`config.mk`:
```
export PLATFORM = sky130hd
export DESIGN_NAME = load_store_unit_flat
export DESIGN_NICKNAME = d
export VERILOG_FILES = /design/src/rtl/load_store_unit_if.sv /design/src/rtl/load_store_unit.sv /design/src/flat_wrapper.sv
export SDC_FILE = /design/constraint.sdc
export NUM_CORES = 1
export LEC_CHECK = 0
export BUFFER_PORTS_ARGS = -buffer_cell sky130_fd_sc_hd__buf_2
export CAP_MARGIN = 20
export CORE_ASPECT_RATIO = 1.4
export CORE_UTILIZATION = 55
export CTS_CLUSTER_SIZE = 24
export DETAILED_ROUTE_END_ITERATION = 10
export GPL_TIMING_DRIVEN = 0
export PLACE_DENSITY = 0.87
export SETUP_SLACK_MARGIN = 0.02
export SLEW_MARGIN = 20
export SYNTH_ARGS = -nofsm -noshare
export SYNTH_HDL_FRONTEND = slang
export SYNTH_SLANG_ARGS = --single-unit
```
`constraint.sdc`:
```
create_clock -name clk -period 7.5 [get_ports clk]
set_input_delay 2.25 -clock clk [delete_from_list [all_inputs] [get_ports clk]]
set_output_delay 2.25 -clock clk [all_outputs]
set_load 0.005 [all_outputs]
```
`src/rtl/load_store_unit_if.sv`:
```
// Load/store unit bus bundle.
// Groups the pipeline request/response handshake and the data-memory port.
//   slave  : the load/store unit side (consumes requests, drives memory strobes)
//   master : the environment side (pipeline issuing ops plus the data memory)
// Handshake: an op transfers on a cycle where req_valid && req_ready are both 1;
// req_valid raised while req_ready=0 is simply ignored, never queued. Responses
// are a one-cycle resp_valid pulse with no back-pressure.
interface load_store_unit_if #(
    parameter int AW = 10,
    parameter int WS = 32
);
    logic          req_valid;
    logic          req_ready;
    logic          req_we;
    logic [1:0]    req_size;
    logic          req_signed;
    logic [AW+1:0] req_addr;
    logic [WS-1:0] req_wdata;
    logic          resp_valid;
    logic [WS-1:0] resp_rdata;
    logic          resp_err;
    logic [AW-1:0] mem_addr;
    logic          mem_read_en;
    logic [WS-1:0] mem_read_data;
    logic          mem_write_en;
    logic [WS-1:0] mem_write_data;

    modport slave (
        input  req_valid, req_we, req_size, req_signed, req_addr, req_wdata,
        input  mem_read_data,
        output req_ready, resp_valid, resp_rdata, resp_err,
        output mem_addr, mem_read_en, mem_write_en, mem_write_data
    );

    modport master (
        output req_valid, req_we, req_size, req_signed, req_addr, req_wdata,
        output mem_read_data,
        input  req_ready, resp_valid, resp_rdata, resp_err,
        input  mem_addr, mem_read_en, mem_write_en, mem_write_data
    );
endinterface

```
`src/rtl/load_store_unit.sv`:
```
// Load/store unit: one memory op at a time between the pipeline and a
// word-addressed data memory with one-cycle read latency.
// Ports:
//   clk, rst_n  : clock, synchronous active-low reset
//   bus (slave) : request (valid/ready, we, size, signed, byte addr, wdata),
//                 response (valid pulse, rdata, err), memory (addr, read/write
//                 strobes, read/write data)
//   dbg_state   : current FSM state encoding
// Lanes are big-endian: byte offset 0 is bits 31:24, half offset 0 is 31:16.
// Sub-word stores are read-modify-write (RD -> MERGE -> WR).
module load_store_unit #(
    parameter int AW = 10,
    parameter int WS = 32
) (
    input  logic               clk,
    input  logic               rst_n,
    load_store_unit_if.slave   bus,
    output logic [2:0]         dbg_state
);

    typedef enum logic [2:0] {
        IDLE  = 3'd0,
        RD    = 3'd1,
        DATA  = 3'd2,
        MERGE = 3'd3,
        WR    = 3'd4,
        ERR   = 3'd5
    } state_t;

    state_t        state, state_nx;
    logic          we_q, signed_q;
    logic [1:0]    size_q;
    logic [AW+1:0] addr_q;
    logic [WS-1:0] wdata_q, merge_q;

    logic          accept, misaligned;
    logic [4:0]    lane_sh;
    logic [WS-1:0] lane_mask, merged, shifted, load_fmt;
    logic          rd_en, wr_en, resp_v, resp_e;
    logic [WS-1:0] resp_d;

    assign accept = bus.req_valid && bus.req_ready;

    assign misaligned = (bus.req_size == 2'b11) ||
                        (bus.req_size == 2'b01 && bus.req_addr[0]) ||
                        (bus.req_size == 2'b10 && bus.req_addr[1:0] != 2'b00);

    always_ff @(posedge clk) begin
        if (!rst_n) begin
            state    <= IDLE;
            we_q     <= 1'b0;
            signed_q <= 1'b0;
            size_q   <= 2'b00;
            addr_q   <= '0;
            wdata_q  <= '0;
            merge_q  <= '0;
        end else begin
            state <= state_nx;
            if (accept) begin
                we_q     <= bus.req_we;
                signed_q <= bus.req_signed;
                size_q   <= bus.req_size;
                addr_q   <= bus.req_addr;
                wdata_q  <= bus.req_wdata;
            end
            if (state == MERGE) begin
                merge_q <= merged;
            end
        end
    end

    // Shift that moves the addressed lane down to bit 0 (big-endian offsets).
    always_comb begin
        lane_sh = 5'd0;
        case (size_q)
            2'b00:   lane_sh = {~addr_q[1:0], 3'b000};
            2'b01:   lane_sh = {~addr_q[1], 4'b0000};
            default: lane_sh = 5'd0;
        endcase
    end

    always_comb begin
        case (size_q)
            2'b00:   lane_mask = WS'(8'hFF) << lane_sh;
            2'b01:   lane_mask = WS'(16'hFFFF) << lane_sh;
            default: lane_mask = '1;
        endcase
    end

    assign merged  = (bus.mem_read_data & ~lane_mask) | ((wdata_q << lane_sh) & lane_mask);
    assign shifted = bus.mem_read_data >> lane_sh;

    always_comb begin
        case (size_q)
            2'b00:   load_fmt = {{(WS-8){signed_q & shifted[7]}}, shifted[7:0]};
            2'b01:   load_fmt = {{(WS-16){signed_q & shifted[15]}}, shifted[15:0]};
            default: load_fmt = shifted;
        endcase
    end

    always_comb begin
        state_nx = state;
        rd_en    = 1'b0;
        wr_en    = 1'b0;
        resp_v   = 1'b0;
        resp_e   = 1'b0;
        resp_d   = '0;
        case (state)
            IDLE: begin
                if (accept) begin
                    if (misaligned)                state_nx = ERR;
                    else if (!bus.req_we)          state_nx = RD;
                    else if (bus.req_size == 2'b10) state_nx = WR;
                    else                           state_nx = RD;
                end
            end
            RD: begin
                rd_en    = 1'b1;
                state_nx = we_q ? MERGE : DATA;
            end
            DATA: begin
                resp_v   = 1'b1;
                resp_d   = load_fmt;
                state_nx = IDLE;
            end
            MERGE: begin
                state_nx = WR;
            end
            WR: begin
                wr_en    = 1'b1;
                resp_v   = 1'b1;
                state_nx = IDLE;
            end
            ERR: begin
                resp_v   = 1'b1;
                resp_e   = 1'b1;
                state_nx = IDLE;
            end
            default: state_nx = IDLE;
        endcase
    end

    // Strobes are gated by rst_n so a reset asserted mid-op (even in WR)
    // never reaches the memory or the pipeline.
    assign bus.req_ready      = rst_n && (state == IDLE);
    assign bus.resp_valid     = rst_n && resp_v;
    assign bus.resp_err       = rst_n && resp_e;
    assign bus.resp_rdata     = rst_n ? resp_d : '0;
    assign bus.mem_read_en    = rst_n && rd_en;
    assign bus.mem_write_en   = rst_n && wr_en;
    assign bus.mem_write_data = wr_en ? ((size_q == 2'b10) ? wdata_q : merge_q) : '0;
    assign bus.mem_addr       = (state != IDLE) ? addr_q[AW+1:2] : '0;
    assign dbg_state          = state;

endmodule
```
`src/flat_wrapper.sv`:
```
// flat-port wrapper written by rule: the top's interface ports become plain ports
module load_store_unit_flat 
#(
    parameter int AW = 10,
    parameter int WS = 32
)
  (clk, rst_n, dbg_state, bus_req_valid, bus_req_we, bus_req_size, bus_req_signed, bus_req_addr, bus_req_wdata, bus_mem_read_data, bus_req_ready, bus_resp_valid, bus_resp_rdata, bus_resp_err, bus_mem_addr, bus_mem_read_en, bus_mem_write_en, bus_mem_write_data);
  load_store_unit_if #(.AW(AW), .WS(WS)) bus_i ();
  input  logic clk;
  input  logic rst_n;
  output logic [2:0] dbg_state;
  input wire logic [$bits(bus_i.req_valid)-1:0] bus_req_valid;
  input wire logic [$bits(bus_i.req_we)-1:0] bus_req_we;
  input wire logic [$bits(bus_i.req_size)-1:0] bus_req_size;
  input wire logic [$bits(bus_i.req_signed)-1:0] bus_req_signed;
  input wire logic [$bits(bus_i.req_addr)-1:0] bus_req_addr;
  input wire logic [$bits(bus_i.req_wdata)-1:0] bus_req_wdata;
  input wire logic [$bits(bus_i.mem_read_data)-1:0] bus_mem_read_data;
  output wire logic [$bits(bus_i.req_ready)-1:0] bus_req_ready;
  output wire logic [$bits(bus_i.resp_valid)-1:0] bus_resp_valid;
  output wire logic [$bits(bus_i.resp_rdata)-1:0] bus_resp_rdata;
  output wire logic [$bits(bus_i.resp_err)-1:0] bus_resp_err;
  output wire logic [$bits(bus_i.mem_addr)-1:0] bus_mem_addr;
  output wire logic [$bits(bus_i.mem_read_en)-1:0] bus_mem_read_en;
  output wire logic [$bits(bus_i.mem_write_en)-1:0] bus_mem_write_en;
  output wire logic [$bits(bus_i.mem_write_data)-1:0] bus_mem_write_data;
  assign bus_i.req_valid = bus_req_valid;
  assign bus_i.req_we = bus_req_we;
  assign bus_i.req_size = bus_req_size;
  assign bus_i.req_signed = bus_req_signed;
  assign bus_i.req_addr = bus_req_addr;
  assign bus_i.req_wdata = bus_req_wdata;
  assign bus_i.mem_read_data = bus_mem_read_data;
  assign bus_req_ready = bus_i.req_ready;
  assign bus_resp_valid = bus_i.resp_valid;
  assign bus_resp_rdata = bus_i.resp_rdata;
  assign bus_resp_err = bus_i.resp_err;
  assign bus_mem_addr = bus_i.mem_addr;
  assign bus_mem_read_en = bus_i.mem_read_en;
  assign bus_mem_write_en = bus_i.mem_write_en;
  assign bus_mem_write_data = bus_i.mem_write_data;
  load_store_unit #(.AW(AW), .WS(WS)) u_core (.clk(clk), .rst_n(rst_n), .bus(bus_i), .dbg_state(dbg_state));
endmodule
```
; After elaboration in Yosys (flattened, before gate mapping)
; Index checks and enable logic that the tools add are counted.
[word_totals]
wordCells = 63
output_inout_bits = 82
ff_bits = 83
inputBits = 83
[classes]
shift = 4
reduce_logical = 15
bitwise = 8
mux = 18
eq_ne = 11
[op_table]
columns = cell, count
row1 = 32-bit two-way mux, 4
row2 = 32-bit case mux with 2 select lines, 2
row3 = 32-bit bitwise AND, 2
row4 = 32-bit inverter, 1
row5 = 32-bit OR, 1
row6 = "16-bit by 5-bit << shifter with 32-bit output, first input constant", 1
row7 = 32-bit by 5-bit << shifter with 32-bit output, 1
row8 = "8-bit by 5-bit << shifter with 32-bit output, first input constant", 1
row9 = 32-bit by 5-bit >> shifter with 32-bit output, 1
row10 = 3-bit two-way mux, 4
row11 = 10-bit two-way mux, 1
row12 = 5-bit case mux with 2 select lines, 1
row13 = 3-bit case mux with 3 select lines, 1
row14 = 1-bit logical AND, 8
row15 = "2-bit equality test, second input constant", 3
row16 = "3-bit by 2-bit equality test with 1-bit output, second input constant", 2
row17 = "3-bit equality test, second input constant", 2
row18 = 1-bit two-way mux, 5
row19 = "2-bit by 1-bit equality test with 1-bit output, second input constant", 2
row20 = "3-bit by 1-bit equality test with 1-bit output, second input constant", 1
row21 = 3-bit logical NOT, 1
row22 = 3-bit nonzero test, 1
row23 = 3-bit OR reduction, 1
row24 = 1-bit bitwise AND, 2
row25 = 6 further kinds, 7

; Logic depth before layout (Yosys ltp)
; Gate-level depths: netlist of run 1.
[logic_depth]
ltp_word = 7
mapped_depth = 7
mapped_depth_nobuf = 4

; Worst setup path after synthesis of run 1
; No wires, ideal clock.
[synth_path]
path_type = input to output
start = in bus_mem_read_data[31]
end = out bus_resp_rdata[23]
path_buffers = 1
required_time_ns = 5.250
stages = 5
t_arrival_ns = 3.439
setup_slack_ns = 1.811
cell_sequence = or3b_1 > a21oi_4 > o311ai_4 > buf_2 > a211oi_1
[synth_via]
elab_chain_len = 5
word_cells_on_any_way = 6
cone_classes = shift (1) / mux (3) / bitwise (2)
[synth_lines]
columns = element, line_no
row1 = start: declaration, flat_wrapper.sv:18  ; input wire logic [$bits(bus_i.mem_read_data)-1:0] bus_mem_read_data;
row2 = 32-bit by 5-bit >> shifter with 32-bit output (*), load_store_unit.sv:91  ; assign shifted = bus.mem_read_data >> lane_sh;
row3 = "1-bit bitwise AND, on equally long branches", "load_store_unit.sv:96, load_store_unit.sv:95"
row4 = 32-bit case mux with 2 select lines (*), load_store_unit.sv:94  ; case (size_q)
row5 = 32-bit two-way mux (*), load_store_unit.sv:108  ; case (state)
row6 = 32-bit two-way mux (*), load_store_unit.sv:148  ; assign bus.resp_rdata = rst_n ? resp_d : '0;
row7 = end: declaration, flat_wrapper.sv:21  ; output wire logic [$bits(bus_i.resp_rdata)-1:0] bus_resp_rdata;
; Every way passes the cells marked *; elsewhere a longest branch is shown, timed or not.

; Final worst setup path of run 1
[layout_path]
start = in rst_n
end = out bus_resp_rdata[31]
[layout_via]
elab_chain_len = 1
[layout_lines]
columns = element, line_no
row1 = start: declaration, flat_wrapper.sv:10  ; input logic rst_n;
row2 = 32-bit two-way mux, load_store_unit.sv:148
; Every way passes these cells.

==> run summary, run 1 <==
Min-delay worst type: flip-flop to flip-flop
Final core occ: 71.9%
Die H: 114 um
Post-synth net total: 786
Layout Nets: 960
Crit-path cells: clkbuf_1, nand4bb_1, clkbuf_1, a21oi_1, nand2_1, nor2_1, buf_2
Lkg Pwr: 0.00257 uW
Worst IR Drop VDD: 0.000166 V
Register bit total from synthesis: 83
Detail Route Antenna Nets: 0
Routed WL per cell: 18.4 um
DPL Wire Length: 14.1 mm
Area grow syn2layout: 25.9%
Num CTS Buffers: 9
Synth Instances: 703
Clock Sinks: 83
Final WL: 18.2 mm
Total gr overflow: 0
Power Total: 1180 uW
Vias per cell: 6.05
CTS root buffer: clkbuf_16
Hold Fails Final Rpt: 0
Largest net degree at the start of global routing: 16
All-Layer GR Usage: 39.9%
Post-CTS Setup Inserts: 0
Final Max Tran Viols: 0
Fin crit period: 6.18 ns
I/O pins: 165
Syn avg cell area: 6.99 um2
CTS tree: built
Initial antenna violation count: 0
Post-synth cell types: 52
Iter 0 DRT Violations: 556
CTS resizes: 0
PwrDens: 191 nW/um2
Most used cell, CP: clkbuf_1
Slew HR: 50.9%
Status: completed
Worst-Skew Late Latency: 0.34 ns
Ys Warns: 0
Die X: 81.9 um
Synth Cell Area: 4920 um2
Clock buffer depth: 2
Met2 GRT Util: 65.5%
H-tree lvl count: 3
Clk slew on worst S/H paths: 0.06 ns
# rows: 40
Layout cells sized above 1: 23.6%
Critical path peak fanout: 10
Clock skew: 0.00761 ns
Most frequent cells in the layout: nand2_1, buf_2, a21oi_1
Kind of critical path: input pin to output pin
Synth top area share: 33.8%
Met3 Use GR: 10.1%
Most crowded layer after global routing: met2
Startpoint types: input pin
Placed Instances: 971
Initial core utilization: 57.1%
Share of flip-flops with an asynchronous set or reset: 0%
Commonest non-fill, non-tap cell in the layout: nand2_1
Core area: 8610 um2
TritonRoute pass-1 iters: 5
Final GP Congestion: 0.980
FMAX: 162 MHz
Post-CTS Hold Fix Bufs: 0
Crit-path max cell delay: 0.41 ns
Fillers: 759
Total negative setup slack: 0 ns
Maxcap violations: 0
CP required: 5.25 ns
Slowest cell on crit path: nand4bb_1
CP endpoint kind: output pin
Top FF cell, synth: dfxtp_1
RSZ-0062 raised after global routing: no
Fin cells: 987
Met1 usage: 45.5%
Buffers on Ports: 163
# setup viols final: 0
DRC viols: 0
Vias in the first global route: 5571
Worst EP arrival: 3.93 ns
Synth area leader: dfxtp_1
First-pass GRT wire length: 27.9 mm
N_diodes: 0
Vias: 5976
Final worst-path cycle share: 82.3%
Worst-margin pin slew: 0.734 ns
Seq/Total Area, Yosys: 33.8%
Post-synth EDFFs: 0
Cells taking the most area after synthesis: dfxtp_1, nand2_1, a21oi_1
DIE AREA: 9330 um2
==> worst paths after layout <==
check | from | to | cells after the start | slack (ns)
setup / recovery | rst_n | bus_resp_rdata[31] | 7 | 1.32
hold / removal | u_core.addr_q[5]$_SDFFE_PN0P_ | u_core.addr_q[5]$_SDFFE_PN0P_ | 2 | 0.45
setup reg to reg | u_core.size_q[0]$_SDFFE_PN0P_ | u_core.merge_q[21]$_SDFFE_PN0P_ | 6 | 5.40
hold reg to reg | u_core.addr_q[5]$_SDFFE_PN0P_ | u_core.addr_q[5]$_SDFFE_PN0P_ | 2 | 0.45
==> per-layer routing <==
layer | vias up | wire [um] | part of all wire [%]
met4 | 0 | 1030 | 5.7
met2 | 392 | 8690 | 48
met3 | 73 | 1610 | 8.9
li1 | 2783 | - | -
met5 | - | 0 | 0
met1 | 2728 | 6870 | 38
==> registers in the layout, summed over array words and instances, names as in the netlist <==
register / flops
u_core.addr_q: 12
u_core.dbg_state: 3
u_core.merge_q: 32
u_core.signed_q: 1
u_core.size_q: 2
u_core.wdata_q: 32
u_core.we_q: 1
==> per-stage QoR <==
stage               instance area, um2  hold slack (ns)  setup WS [ns]
floorplan                         4920            0.420           1.81
global placement                  5860            0.438           1.42
detailed placement                5860            0.441           1.42
CTS                               6190            0.453           1.42
global route                      6190            0.479           1.16
finish                            6190            0.452           1.32
==> critical path: cells and delay by family <==
family                 cells  cell delay [ns]
buffers and inverters      3             0.87
AO/OA/AOI/OAI              1             0.22
AND/OR/NAND/NOR            3             0.58
==> cells by family (layout without fill, tap and decap cells) <==
kind of cell | after synthesis | count (layout) | synth area share, %
flops | 83 | 83 | 33.8
simple gates | 303 | 303 | 26.6
compound gates | 230 | 230 | 27.9
buf+inv | 70 | 249 | 6.21
mux | 17 | 17 | 5.50
==> power breakdown <==
part           total, uW  leakage (uW)  switching (uW)  internal (uW)
Sequential           479      0.000674            21.0            458
Combinational        222       0.00174             137           84.6
Clock                482      0.000156             188            294
Total               1180       0.00257             346            837
==> cells in the mapped netlist (3+ instances only) <==
cell type / number
nand2_1: 219
a21oi_1: 132
dfxtp_1: 83
clkbuf_1: 46
o21ai_0: 39
nor2_1: 32
nor2b_1: 16
inv_1: 11
a211oi_1: 9
and2_1: 9
mux2i_1: 9
a221oi_1: 8
a22oi_1: 8
a32o_1: 8
buf_2: 7
o22ai_1: 7
o41ai_1: 7
nor3_1: 6
mux4_2: 4
buf_6: 3
mux4_1: 3
==> final cells by class <==
cell class                 count  area, um2  share of cell area, %
multi-input combinational    550       2950                   47.7
buffer                        58        260                   4.21
clock buffer                   9        225                   3.64
timing repair buffer         163        816                   13.2
clock inverter                 7       98.8                   1.60
tap                          105        131                   2.12
inverter                      12       45.0                  0.728
sequential                    83       1660                   26.9
No activity file was read; power rests on OpenSTA's default activity.
==> run 2: changes to the inputs <==
Settings changed: ABC_AREA set to 1, CORE_UTILIZATION 55 to 46, PLACE_DENSITY 0.87 to 0.78.
Clock period 7.5 ns to 5.6 ns, I/O delays scaled along.
==> run 2 against run 1 <==
  * Synthesized cell count grew 13%
  * First-iteration DRC count shrank 21%
  * Global-route usage shrank 6.5 points
  * Power grew 73%
  * Via count grew 2.5%
  * Sequential share of layout area shrank 0.60 points
==> run summary, run 2 <==
First-pass GRT wire length: 29.4 mm (+5.3%)
Post-synth net total: 875 (+11%)
Layout cells sized above 1: 24.6% (+1.0 points)
CP required: 3.92 ns (-1.33 ns)
Core area: 10500 um2 (+22%)
Syn avg cell area: 6.34 um2 (-9.4%)
Vias per cell: 5.52 (-8.8%)
WHS Path Cells: 2 (unchanged)
Iter 0 DRT Violations: 442 (-21%)
Hold path start: u_core.addr_q[6]$_SDFFE_PN0P_
Placed Instances: 1093 (+13%)
Final WL: 18.7 mm (+2.6%)
Synth area leader: dfxtp_1
FF-to-FF End: u_core.merge_q[1]$_SDFFE_PN0P_
Startpoint types: input pin
Maxcap violations: 0 (unchanged)
Lkg Pwr: 0.00322 uW (+25%)
Synth top area share: 33.1% (-0.70 points)
Final worst slack: 0.903 ns (-0.422 ns)
Layout Nets: 1049 (+9.3%)
Buffers on Ports: 163 (unchanged)
Top cells by instance count after synthesis: a21oi_1, o21ai_0, nand2_1, inv_1, dfxtp_1
Slew HR: 57.6% (+6.7 points)
Detail Route Antenna Nets: 0 (unchanged)
Crit-path cells: buf_4, nand3_2, inv_1, buf_1, o21ai_0, a21oi_1, buf_2
Fin cells: 1109 (+12%)
Die X: 90.3 um (+10%)
Worst EP arrival: 3.02 ns (-0.91 ns)
PwrDens: 324 nW/um2 (+69%)
Worst IR Drop VDD: 0.000214 V (+29%)
Largest net degree at the start of global routing: 14 (-2)
Ys Warns: 0 (unchanged)
Final Max Tran Viols: 0 (unchanged)
Commonest non-fill, non-tap cell in the layout: buf_2
Cells taking the most area after synthesis: dfxtp_1, a21oi_1, o21ai_0
CTS resizes: 0 (unchanged)
DPL Wire Length: 14.8 mm (+4.7%)
CTS tree: built
Top FF cell, synth: dfxtp_1
Post-synthesis adder-cell area fraction: 0% (unchanged)
CP endpoint kind: output pin
Num CTS Buffers: 9 (unchanged)
Final GP Congestion: 0.982 (+0.21%)
Clock Sinks: 83 (unchanged)
# rows: 44 (+10%)
RSZ-0062 raised after global routing: no
# setup viols final: 0 (unchanged)
Fin crit period: 4.70 ns
Post-CTS Setup Inserts: 0 (unchanged)
I/O pins: 165 (unchanged)
Clock skew: 0.00585 ns (-0.00176 ns)
FMAX: 213 MHz
Total gr overflow: 0 (unchanged)
DIE AREA: 11300 um2 (+22%)
Final worst-path cycle share: 83.9%
Worst R2R Start: u_core.dbg_state[2]$_SDFFE_PN0P_
Mux share of post-synthesis cell area: 0.199% (-5.3 points)
Status: completed
Die H: 126 um (+10%)
Initial antenna violation count: 0 (unchanged)
Slowest cell on crit path: buf_1
Synth Area in Simple Gates: 20.3% (-6.2 points)
Synth Area in Compound Gates: 32.7% (+4.8 points)
TritonRoute pass-1 iters: 6 (+1)
CTS root buffer: clkbuf_16
Clock buffer depth: 2 (unchanged)
Share of flip-flops with an asynchronous set or reset: 0% (unchanged)
Biggest regs: u_core.merge_q x32, u_core.wdata_q x32, u_core.addr_q x12
Post-synth EDFFs: 0 (unchanged)
Top-count cell post-synth: a21oi_1
Initial core utilization: 47.7% (-9.4 points)
Vias in the first global route: 5689 (+2.1%)
Critical path peak fanout: 10 (unchanged)
Vias: 6125 (+2.5%)
Total negative setup slack: 0 ns (unchanged)
Largest family of logic cells by synthesized area: compound AO/OA/AOI/OAI gates
All-Layer GR Usage: 33.4% (-6.5 points)
Min-delay worst type: flip-flop to flip-flop
Crit-path max cell delay: 0.31 ns (-0.10 ns)
R2R Setup Slk: 3.49 ns (-1.91 ns)
Reg2reg path depth: 7 (+1)
Synth Area in XOR/XNOR: 0% (unchanged)
DRC viols: 0 (unchanged)
Most frequent cells in the layout: buf_2, a21oi_1, o21ai_0
Seq/Total Area, Yosys: 33.1% (-0.70 points)
Worst-Skew Late Latency: 0.35 ns (about the same)
N_diodes: 0 (unchanged)
Clk slew on worst S/H paths: 0.06 ns (about the same)
Worst-margin pin slew: 0.636 ns (-0.0980 ns)
Hold endpoint: u_core.addr_q[6]$_SDFFE_PN0P_
Pre-CTS WS: 0.925 ns (-0.497 ns)
H-tree lvl count: 3 (unchanged)
Post-CTS Hold Fix Bufs: 0 (unchanged)
Hold Fails Final Rpt: 0 (unchanged)
Synth Cell Area: 5020 um2 (+2.1%)
Area grow syn2layout: 26.1%
Routed WL per cell: 16.9 um (-8.7%)
Kind of critical path: input pin to output pin
Post-synth cell types: 32 (-38%)
Register bit total from synthesis: 83 (unchanged)
Power Total: 2050 uW (+73%)
Synth Instances: 792 (+13%)
==> run 2: cell count changes after synthesis, sizes merged, moves of 9 or more <==
| cell | previous run | this run |
|---|---|---|
| clkbuf | 46 | 33 |
| buf | 12 | 25 |
| o211ai | 0 | 19 |
| inv | 12 | 111 |
| o21ai | 40 | 136 |
| and2 | 9 | 0 |
| a21oi | 135 | 144 |
| nand3 | 1 | 60 |
| nand2 | 219 | 123 |
| nor2b | 17 | 0 |
==> run 2: power by group <==
part	leakage [uW]	internal, uW	switching (uW)	total [uW]
Combinational	0.00239	219	501	721
Sequential	0.000677	646	34.2	680
Clock	0.000157	403	244	647
==> run 2: kinds of logic (layout without fill, tap and decap cells) <==
group / Yosys count / in the layout
AO/OA/AOI/OAI: 309 / 309
flip-flops: 83 / 83
multiplexers: 1 / 1
AND/OR/NAND/NOR: 230 / 230
buffers and inverters: 169 / 348
==> run 2: cell type report <==
type                    count  area [um2]
fillers                  1116        4190
multi-input cells         540        2670
flip-flops and latches     83        1660
repair buffers            163         816
inverters                 111         417
plain buffers              58         269
clock buffers              12         246
well taps                 138         173
clock inverters             4        73.8
==> run 2: how the worst max path moves through the flow <==
stage,from,endpoint,slack [ns],cells after the start
finish,rst_n,bus_resp_rdata[3],0.90,7
global route,rst_n,bus_resp_rdata[3],0.77,7
CTS,rst_n,bus_resp_rdata[3],0.92,7
detailed placement,rst_n,bus_resp_rdata[21],0.93,9
global placement,rst_n,bus_resp_rdata[3],0.93,7
floorplan,rst_n,bus_resp_rdata[21],1.33,8
==> run 2: layer usage <==
layer	part of all wire, %	track usage, %	vias up
li1	-	-	2984
met1	40	40.6	2734
met2	46	54.9	341
met3	7.5	5.17	66
met4	5.9	21.2	0
met5	0	0	-
==> run 2: per-stage QoR <==
stage	utilization [%]	hold WS [ns]	cell area, um2
finish	60.2	0.454	6330
global route	60.2	0.475	6330
CTS	60.2	0.456	6330
detailed placement	57.1	0.447	6010
global placement	57.1	0.440	6010
floorplan	-	0.430	5020
==> run 2: worst max-delay path: cells and delay by family <==
| kind | cells | cell delay [ns] |
|---|---|---|
| compound gates | 2 | 0.29 |
| buf+inv | 4 | 0.81 |
| simple gates | 1 | 0.23 |
==> run 3: changes to the inputs <==
Settings changed: CORE_UTILIZATION 46 to 51, PLACE_DENSITY 0.78 to 0.81.
Clock period 5.6 ns to 4.89 ns, I/O delays scaled along.
==> run 3 against run 2 <==
  * First-iteration DRC count rose by 40%
  * Clock power rose by 21%
  * Hold slack got worse by 0.0034 ns
  * Largest cell class unchanged
  * Highest routed layer unchanged
==> run summary, run 3 (synthesized netlist as in run 2, its figures left out) <==
Post-CTS Hold Fix Bufs: 0 (unchanged)
Crit-path cells: buf_4, nand3_2, inv_1, buf_1, o21ai_0, a21oi_1, buf_2
Maxcap violations: 0 (unchanged)
DPL Wire Length: 14.8 mm (+0.12%)
# rows: 42 (-4.5%)
PwrDens: 379 nW/um2 (+17%)
CTS resizes: 0 (unchanged)
Final Max Tran Viols: 0 (unchanged)
Routed WL per cell: 17.4 um (+3.1%)
Buf/Inv on CP: 4 (unchanged)
Initial core utilization: 52.8% (+5.0 points)
DRC viols: 0 (unchanged)
Top cell family by delay on the critical path: buffers and inverters
CP required: 3.42 ns (-0.50 ns)
Clock buffer depth: 2 (unchanged)
Fillers: 932 (-16%)
# setup viols final: 0 (unchanged)
Final worst-path cycle share: 87.9%
Kind of critical path: input pin to output pin
Crit-path max cell delay: 0.31 ns (about the same)
Hold Fails Final Rpt: 0 (unchanged)
H-tree lvl count: 3 (unchanged)
N_diodes: 0 (unchanged)
Multi-input logic area: 2670 um2 (unchanged)
Clock Sinks: 83 (unchanged)
Lkg Pwr: 0.00323 uW (+0.28%)
TritonRoute pass-1 iters: 7 (+1)
Area grow syn2layout: 26.3%
Die H: 119 um (-4.9%)
Clk slew on worst S/H paths: 0.06 ns (about the same)
Worst IR Drop VDD: 0.000274 V (+28%)
RSZ-0062 raised after global routing: no
Layout Nets: 1049 (unchanged)
Die X: 85.9 um (-4.9%)
Num CTS Buffers: 9 (unchanged)
All-Layer GR Usage: 37.8% (+4.5 points)
Final WL: 19.1 mm (+2.5%)
Commonest non-fill, non-tap cell in the layout: buf_2
Initial antenna violation count: 0 (unchanged)
Clock skew: 0.0110 ns (+0.00515 ns)
Total negative setup slack: 0 ns (unchanged)
Iter 0 DRT Violations: 618 (+40%)
CTS root buffer: clkbuf_16
CP endpoint kind: output pin
Placed cell areas: 6000 um2 (-0.12%)
Placed Instances: 1087 (-0.55%)
Worst EP arrival: 2.83 ns (-0.19 ns)
Core area: 9510 um2 (-9.5%)
Vias per cell: 5.54 (+0.26%)
I/O pins: 165 (unchanged)
Fin cells: 1102 (-0.63%)
Reg area: 1660 um2 (unchanged)
Post-CTS Setup Inserts: 0 (unchanged)
Final Cell Area: 6340 um2 (+0.22%)
Biggest regs: u_core.merge_q x32, u_core.wdata_q x32, u_core.addr_q x12
Min-delay worst type: flip-flop to flip-flop
Status: completed
Vias: 6102 (-0.38%)
Power Total: 2400 uW (+17%)
Startpoint types: input pin
Total gr overflow: 0 (unchanged)
First-pass GRT wire length: 29.2 mm (-0.61%)
Vias in the first global route: 5595 (-1.7%)
Detail Route Antenna Nets: 0 (unchanged)
Final GP Congestion: 0.992 (+1.0%)
Slew HR: 55.6% (-2.1 points)
Slowest cell on crit path: buf_1
FMAX: 233 MHz
Fin crit period: 4.30 ns
Layout cells sized above 1: 24.6% (+0.025 points)
Critical path peak fanout: 10 (unchanged)
Most frequent cells in the layout: buf_2, a21oi_1, o21ai_0
Worst-Skew Late Latency: 0.35 ns (about the same)
DIE AREA: 10200 um2 (-9.6%)
Worst-margin pin slew: 0.667 ns (+0.0308 ns)
Buffers on Ports: 163 (unchanged)
CTS tree: built
Largest net degree at the start of global routing: 14 (unchanged)
## run 3: cell types whose count changed in the layout (fill, tap and decap cells not counted), sizes merged
cell    delta
bufinv     +1
clkbuf     -1
clkinv     -1
## run 3: power by group
part           switching, uW  total (uW)  leakage, uW  internal (uW)
combinational            587         838      0.00239            251
clock                    275         786     0.000166            511
sequential              39.4         779     0.000677            740
total                    902        2400      0.00323           1500
## run 3: path summary, 6_finish.rpt
check	start	end	slack, ns	cells after the start
setup / recovery	rst_n	bus_resp_rdata[3]	0.59	7
hold / removal	u_core.addr_q[10]$_SDFFE_PN0P_	u_core.addr_q[10]$_SDFFE_PN0P_	0.45	2
hold reg to reg	u_core.addr_q[10]$_SDFFE_PN0P_	u_core.addr_q[10]$_SDFFE_PN0P_	0.45	2
setup reg to reg	u_core.dbg_state[2]$_SDFFE_PN0P_	u_core.merge_q[7]$_SDFFE_PN0P_	2.76	7
## run 3: through the flow
step | worst slack [ns] | utilization [%] | hold WS (ns)
global placement | 0.616 | 63.1 | 0.441
finish | 0.593 | 66.7 | 0.450
global route | 0.412 | 66.7 | 0.478
CTS | 0.624 | 66.7 | 0.455
floorplan | 1.04 | - | 0.430
detailed placement | 0.623 | 63.1 | 0.446
## run 3: layout make-up
cell class | count | share of cell area [%]
timing repair buffer | 163 | 12.9
multi-input combinational | 540 | 42.1
sequential | 83 | 26.2
clock inverter | 4 | 1.56
clock buffer | 11 | 3.83
tap | 132 | 2.60
buffer | 58 | 4.24
inverter | 111 | 6.57
## run 3: tightest hold or removal path: stages, from the launching register on
cell and delay, ns:
dfxtp_1 0.29, inv_1 0.06, a21oi_1 0.05
## run 3: routing by layer
| layer | global-route usage [%] | up-vias | wire, um | part of all wire (%) |
|---|---|---|---|---|
| li1 | - | 2983 | - | - |
| met1 | 45.6 | 2691 | 7700 | 40 |
| met2 | 61.7 | 362 | 8840 | 46 |
| met3 | 5.96 | 66 | 1470 | 7.7 |
| met4 | 24.8 | 0 | 1140 | 6.0 |
| met5 | 0 | - | 0 | 0 |
